==> config.mk <==
export PLATFORM = sky130hd
export DESIGN_NAME = blk_9a3705_flat
export DESIGN_NICKNAME = d
export VERILOG_FILES = /design/src/rtl/firebird7_in_gate1_tessent_tdr_pkg.sv /design/src/rtl/blk_9a3705_if.sv /design/src/rtl/blk_9a3705.sv /design/src/flat_wrapper.sv
export SDC_FILE = /design/constraint.sdc
export NUM_CORES = 1
export LEC_CHECK = 0
export CORE_MARGIN = 2
export CORE_UTILIZATION = 50
export CTS_CLUSTER_DIAMETER = 120
export DETAILED_ROUTE_END_ITERATION = 12
export PLACE_DENSITY = 0.8
export SYNTH_ARGS = -nofsm -noshare
export SYNTH_HDL_FRONTEND = slang
export SYNTH_SLANG_ARGS = --single-unit
==> constraint.sdc <==
create_clock -name ijtag_tck -period 2 [get_ports ijtag_tck]
set_input_delay 0.3 -clock ijtag_tck [delete_from_list [all_inputs] [get_ports ijtag_tck]]
set_output_delay 0.3 -clock ijtag_tck [all_outputs]
set_load 0.05 [all_outputs]
==> src/rtl/firebird7_in_gate1_tessent_tdr_pkg.sv <==
// Shared types and sizing helpers for the 19-bit capture/update TDR.
// Latency: n/a (types only).
// Backpressure: n/a.
package firebird7_in_gate1_tessent_tdr_pkg;

    typedef enum logic [1:0] {
        IDLE     = 2'd0,
        CAPTURED = 2'd1,
        SHIFTING = 2'd2
    } tdr_state_e;

    // Counter must reach WIDTH+2 (saturation point) without wrapping.
    function automatic int cnt_width(input int width);
        return $clog2(width + 3);
    endfunction

endpackage

==> src/rtl/blk_9a3705_if.sv <==
// IJTAG chain controls plus the functional/mux-side data of the TDR.
// Latency: n/a (wiring only).
// Backpressure: none; IJTAG enables are unconditional strobes.
interface blk_9a3705_if #(
    parameter int WIDTH = 19
);
    logic             ijtag_sel;
    logic             ijtag_ce;
    logic             ijtag_se;
    logic             ijtag_ue;
    logic             ijtag_si;
    logic             ijtag_so;
    logic [WIDTH-1:0] functional_data_in;
    logic [WIDTH-1:0] ijtag_data_out;
    logic             ijtag_select;
    logic             update_err;

    modport master (
        output ijtag_sel, ijtag_ce, ijtag_se, ijtag_ue, ijtag_si, functional_data_in,
        input  ijtag_so, ijtag_data_out, ijtag_select, update_err
    );

    modport slave (
        input  ijtag_sel, ijtag_ce, ijtag_se, ijtag_ue, ijtag_si, functional_data_in,
        output ijtag_so, ijtag_data_out, ijtag_select, update_err
    );
endinterface

==> src/rtl/blk_9a3705.sv <==
// Capture/shift/update test data register driving the 19-bit functional/IJTAG mux.
// Latency: update outputs 1 cycle after accepted ue; so follows each shift by 1 cycle.
// Backpressure: none; a refused guarded update pulses update_err for one cycle.
module blk_9a3705
    import firebird7_in_gate1_tessent_tdr_pkg::*;
#(
    parameter int               WIDTH        = 19,
    parameter logic [WIDTH-1:0] RESET_VALUE  = '0,
    parameter bit               UPDATE_GUARD = 1'b1
) (
    input  logic          ijtag_tck,
    input  logic          ijtag_reset,
    blk_9a3705_if.slave   tdr
);

    localparam int               CW       = cnt_width(WIDTH);
    localparam logic [CW-1:0]    CNT_FULL = CW'(WIDTH + 1);
    localparam logic [CW-1:0]    CNT_SAT  = CW'(WIDTH + 2);

    tdr_state_e       state;
    tdr_state_e       state_nxt;
    logic [CW-1:0]    shift_cnt;
    logic [WIDTH:0]   shift_reg;
    logic [WIDTH:0]   update_reg;
    logic             update_err_q;

    logic             do_capture;
    logic             do_shift;
    logic             do_update;
    logic             update_ok;
    logic             update_bad;

    // State register
    always_ff @(posedge ijtag_tck) begin
        if (!ijtag_reset) begin
            state <= IDLE;
        end else begin
            state <= state_nxt;
        end
    end

    // Next-state: ce beats se beats ue; nothing moves while deselected.
    always_comb begin
        state_nxt = state;
        if (do_capture) begin
            state_nxt = CAPTURED;
        end else if (do_shift) begin
            state_nxt = SHIFTING;
        end else if (do_update) begin
            state_nxt = IDLE;
        end
    end

    // Operation decode
    always_comb begin
        do_capture = tdr.ijtag_sel & tdr.ijtag_ce;
        do_shift   = tdr.ijtag_sel & ~tdr.ijtag_ce & tdr.ijtag_se;
        do_update  = tdr.ijtag_sel & ~tdr.ijtag_ce & ~tdr.ijtag_se & tdr.ijtag_ue;
        // A saturated count never equals CNT_FULL, so over-long scans are refused too.
        update_ok  = do_update &
                     (!UPDATE_GUARD || ((state == SHIFTING) && (shift_cnt == CNT_FULL)));
        update_bad = do_update & ~update_ok;
    end

    // Datapath: shift chain, counter, update register, error pulse
    always_ff @(posedge ijtag_tck) begin
        if (!ijtag_reset) begin
            shift_reg    <= '0;
            shift_cnt    <= '0;
            update_reg   <= {1'b0, RESET_VALUE};
            update_err_q <= 1'b0;
        end else begin
            update_err_q <= update_bad;
            if (do_capture) begin
                shift_reg <= {update_reg[WIDTH], tdr.functional_data_in};
                shift_cnt <= '0;
            end else if (do_shift) begin
                shift_reg <= {tdr.ijtag_si, shift_reg[WIDTH:1]};
                if (shift_cnt != CNT_SAT) begin
                    shift_cnt <= shift_cnt + 1'b1;
                end
            end else if (do_update) begin
                shift_cnt <= '0;
                if (update_ok) begin
                    update_reg <= shift_reg;
                end
            end
        end
    end

    assign tdr.ijtag_so       = shift_reg[0];
    assign tdr.ijtag_data_out = update_reg[WIDTH-1:0];
    assign tdr.ijtag_select   = update_reg[WIDTH];
    assign tdr.update_err     = update_err_q;

endmodule

==> src/flat_wrapper.sv <==
// flat-port wrapper written by rule: the top's interface ports become plain ports
module blk_9a3705_flat import firebird7_in_gate1_tessent_tdr_pkg::*;
#(
    parameter int               WIDTH        = 19,
    parameter logic [WIDTH-1:0] RESET_VALUE  = '0,
    parameter bit               UPDATE_GUARD = 1'b1
)
  (ijtag_tck, ijtag_reset, tdr_ijtag_sel, tdr_ijtag_ce, tdr_ijtag_se, tdr_ijtag_ue, tdr_ijtag_si, tdr_functional_data_in, tdr_ijtag_so, tdr_ijtag_data_out, tdr_ijtag_select, tdr_update_err);
  blk_9a3705_if #(.WIDTH(WIDTH)) tdr_i ();
  input  logic ijtag_tck;
  input  logic ijtag_reset;
  input wire logic [$bits(tdr_i.ijtag_sel)-1:0] tdr_ijtag_sel;
  input wire logic [$bits(tdr_i.ijtag_ce)-1:0] tdr_ijtag_ce;
  input wire logic [$bits(tdr_i.ijtag_se)-1:0] tdr_ijtag_se;
  input wire logic [$bits(tdr_i.ijtag_ue)-1:0] tdr_ijtag_ue;
  input wire logic [$bits(tdr_i.ijtag_si)-1:0] tdr_ijtag_si;
  input wire logic [$bits(tdr_i.functional_data_in)-1:0] tdr_functional_data_in;
  output wire logic [$bits(tdr_i.ijtag_so)-1:0] tdr_ijtag_so;
  output wire logic [$bits(tdr_i.ijtag_data_out)-1:0] tdr_ijtag_data_out;
  output wire logic [$bits(tdr_i.ijtag_select)-1:0] tdr_ijtag_select;
  output wire logic [$bits(tdr_i.update_err)-1:0] tdr_update_err;
  assign tdr_i.ijtag_sel = tdr_ijtag_sel;
  assign tdr_i.ijtag_ce = tdr_ijtag_ce;
  assign tdr_i.ijtag_se = tdr_ijtag_se;
  assign tdr_i.ijtag_ue = tdr_ijtag_ue;
  assign tdr_i.ijtag_si = tdr_ijtag_si;
  assign tdr_i.functional_data_in = tdr_functional_data_in;
  assign tdr_ijtag_so = tdr_i.ijtag_so;
  assign tdr_ijtag_data_out = tdr_i.ijtag_data_out;
  assign tdr_ijtag_select = tdr_i.ijtag_select;
  assign tdr_update_err = tdr_i.update_err;
  blk_9a3705 #(.WIDTH(WIDTH), .RESET_VALUE(RESET_VALUE), .UPDATE_GUARD(UPDATE_GUARD)) u_core (.ijtag_tck(ijtag_tck), .ijtag_reset(ijtag_reset), .tdr(tdr_i));
endmodule
# After elaboration in Yosys (flattened, before gate mapping)
# Cells that the tools add are included.
# word_totals
elab_cells,39
register_bits,48
inputBits,26
out_inout_bits,22
# op_classes
bitwise,13
n_eq_ne,4
mux,8
addsub,1
reduce_logical,7
# op_table
cell,count
$mux 20,2
$mux 5,3
$and 1x1->1,7
$not 1->1,6
$add 5x1->5 const B,1
$eq 5x5->1 const B,1
$ne 5x5->1 const B,1
$mux 2,2
$reduce_and 4->1,1
$reduce_bool 2->1,2
$reduce_bool 3->1,1
$eq 2x2->1 const B,1
$ne 2x2->1 const B,1
$reduce_and 2->1,1
$reduce_or 2->1,1
$logic_and 1x1->1,1
$mux 1,1

# Longest topological paths before layout
# logic_depth
depth_word,7
depth_mapped,6
ltp_nobuf,5

# Least setup slack after synthesis
# OpenSTA, ideal clock, no wires.
# synth_timing
path_type,reg-to-reg
start,register u_core.shift_cnt[1]
end,register u_core.shift_cnt[3]
setup_time_ps,82
path_stages_with_launch,6
required_ps,1918
slack_ps,577
path_buffers,0
synth_period_minus_slack_ps,1423
arrival_time_ps,1341
cell_sequence,dfxtp_1 inv_1 ha_1 and4b_1 or4_1 o221ai_1
# synth_via
elab_chain_len,3
elab_cells_between_ends,6
cone_classes,add/sub (1); eq/ne (2); mux (2); reduce/logical (1)
# synth_lines
item,line_no,text
"start, declared",blk_9a3705.sv:22,logic [CW-1:0] shift_cnt;
"start signal, assigned",blk_9a3705.sv:80,shift_cnt <= shift_cnt + 1'b1;
$add 5x1->5 / $ne 5x5->1 (equally long branches),"blk_9a3705.sv:80, blk_9a3705.sv:79",
$mux 5 / $ne 2x2->1 (equally long branches),n/a,
$mux 5 / $reduce_and 2->1 (equally long branches),n/a,
# Several ways; a longest one is shown, not always the timed one. The select of a mux whose other input is x is not followed.
# A chain may end at the register's enable or synchronous reset.

# Worst setup path in the final report
# layout_timing
start,register u_core.update_reg[19]
end,output tdr_ijtag_select
# layout_lines
item,line_no,text
"start, declared",blk_9a3705.sv:24,logic [WIDTH:0] update_reg;
"start signal, assigned",blk_9a3705.sv:70,"update_reg <= {1'b0, RESET_VALUE};"
"start signal, assigned",blk_9a3705.sv:85,update_reg <= shift_reg;
"end, declared",flat_wrapper.sv:20,output wire logic [$bits(tdr_i.ijtag_select)-1:0] tdr_ijtag_select;
# No word-level cell between the ends.

==> results.md <==
* Fin crit share at 0.889
* Max-slew violations at 0
* Yosys cell types at 40
* Status: completed
* CTS Buffer Depth at 2
* ANT nets after route at 0
* Leak at around 0.98 nW
* Final setup fails at 0
* Most used routing layer: met2
* Critical path depth in cells at 1
* Clk root buf: clkbuf_8
* Setup Buffers After CTS at 0
* TNS Setup at 0 ns
* Mean Syn Cell Area at approximately 9 um^2
* Area growth, synth to finish at 27.5%
* First-pass GRT wire length at ~8000 um
* Commonest non-fill, non-tap cell in the layout: nand2_1
* Met1 usage at 0.275
* Yosys warns at 0
* Register area share after synthesis at 0.440
* H-tree lvl count at 2
* Slew headroom at 0.551
* Fraction of layout cells with a size suffix above 1 at 0.0780
* Compound-Gate Fraction of Synth Area at 0.168
* DR vias at 1820
* Crit Path Class: flip-flop to output port
* DRT Wirelength at 4680 um
* Mapped cell area at roughly 2200 um^2
* Crit path DAT at around 1.5 ns
* CTS Hold Buffers Added at 0
* Most frequent cells in the layout: 62 x nand2_1, 48 x dfxtp_1, 46 x clkdlybuf4s50_1
* R2R setup slack at around 0.40 ns
* Starting DRT DRC Count at approximately 180
* PostCTS Resize Cnt at 0
* RSZ-0062 raised after global routing: no
* Global placement routability congestion at slightly below 0.8
* CTS clk-pin slew, worst paths at 0.08 ns
* Largest net degree at the start of global routing at 67
* Syn_nets at approximately 270
* Asr flop ratio synth at 0
* Post-synthesis cell count at roughly 240
* Met3 usage at 0.0620
* Synth Area in Adders at 0.0172
* DRC viols at 0
* Predominant post-synthesis flop cell: dfxtp_1
* Hold path depth at 3
* Mux cell area share after synthesis at 0.105
* Core Footprint at between 4000 and 5000 um^2
* Cts bufs inserted at 5
* Synth Area in XOR/XNOR at 0
* Detailed placement HPWL at 3110 um
* Clk_lat worst skew at 0.30 ns
* Congestion Overflow GR at 0
* IO Count at 48
* Final Net Count at roughly 310
* Tmin final at about 1.8 ns
* CP peak stage delay at between 0.8 and 0.9 ns
* Die height at roughly 70 um
* Max Cap Viol at 0
* Largest family of logic cells by synthesized area: simple AND/OR/NAND/NOR gates
* GR Layer Usage met2 at 0.315
* Die area at between 4000 and 5000 um^2
* Crit-path leading delay family: buffers and inverters
* CTS tree: done
* Diode count at 0
* First-pass iteration count of the detailed router at 5
* Crit-path slowest cell: clkdlybuf4s50_1
* Cell depth of the worst flop-to-flop path at 5
* Setup crit start kind: flip-flop
* Placement-stage cell area at approximately 2700 um^2
* Count of flip-flops with a built-in enable after synthesis at 0
* Crit-path cells: clkdlybuf4s50_1
* FF+latch count, synth at 48
* Hold Path Class: input port to flip-flop
* Skew final at about 0.0052 ns
* Sink Count at 48
* Port Buffers at 47
* Vias in the first global route at between 1500 and 2000
* Die extent in x at about 70 um
* CP Buf/Inv Count at 1
* Post-route cell area at 2790 um^2
* Pwr dens at 664 nW/um^2
* VDD IR-drop max at 379 uV
* Routed len/inst at between 10 and 15 um
* Final Hold Fails at 0
* Fmax achieved at 563 MHz
* CP endpoint kind: output port
* Final Power at about 1.8 mW
* Synth Area in Simple Gates at 0.211
* Tot GR Track Use at 0.204
* Worst-margin pin slew at 0.674 ns
* CP required at between 1.5 and 2 ns
* CP Max Fanout at 3
* Initial antenna violation count at 0
* DR vias/cell at 5.45
* Initial Utilization at 0.509
* # rows at 24
-- cell usage after synthesis, types with 2 or more instances --
cell      instances  area [um^2]
buf_4             2         15.0
and3b_1           2         17.5
buf_6             4         45.0
nor2_1            2         7.51
or3_1             2         12.5
nor3_1            3         15.0
nor2b_1           4         25.0
buf_2             6         30.0
a22oi_1          16          120
inv_1             4         15.0
dfxtp_1          48          961
a21oi_1           5         25.0
mux2i_1          23          230
nand3_1           3         15.0
clkbuf_1          6         22.5
a21boi_1         15          113
nand2_1          62          233
o21ai_0           8         40.0
ha_1              3         37.5
-- worst paths after layout --
path	start	endpoint
max	u_core.update_reg[19]	tdr_ijtag_select
min	ijtag_reset	u_core.shift_cnt[0]
max reg2reg	u_core.shift_cnt[1]	u_core.shift_cnt[3]
min reg2reg	u_core.update_reg[11]	u_core.update_reg[11]
-- final cells by class --
| type | count | area (um^2) |
|---|---|---|
| clock buffer | 5 | 68.8 |
| clock inverter | 1 | 30.0 |
| fill | 351 | 1510 |
| inverter | 4 | 15.0 |
| multi-input combinational | 169 | 1100 |
| sequential | 48 | 961 |
| tap | 52 | 65.1 |
| timing repair buffer | 55 | 551 |
-- worst register-to-register path, delay by kind of cell, from the launching register on --
family / cells / cell delay [ns]
AOI/OAI and AO/OA: 2 / 0.56
and+or+nand+nor: 1 / 0.23
adders and majority gates: 1 / 0.18
buffers and inverters: 1 / 0.09
DFF: 1 / 0.42
-- stage by stage --
stage | std cells | worst slack (ns) | utilization | hold WS (ns)
detailed placement | 328 | 0.0606 | 0.626 | 0.445
finish | 334 | 0.223 | 0.649 | 0.430
global route | 334 | 0.176 | 0.649 | 0.464
global placement | 328 | 0.115 | 0.626 | 0.442
CTS | 334 | 0.215 | 0.649 | 0.427
floorplan | 239 | 0.577 | - | 0.449
-- cells by family after synthesis --
family,Yosys count
fa+ha+maj,3
compound gates,52
simple gates,91
buf+inv,22
flops,48
mux,23
-- power breakdown --
group	leakage (nW)	internal, mW	switching [mW]	total (mW)
Sequential	0.390	0.980	0.0197	1.00
Combinational	0.536	0.0933	0.0912	0.185
Clock	0.0501	0.359	0.306	0.665
-- routing by layer --
layer	vias to the layer above	routed length, um
met5	-	0
met4	0	47
met3	5	290
met2	53	2060
met1	844	2290
li1	918	-
No activity file was read; power rests on OpenSTA's default activity.
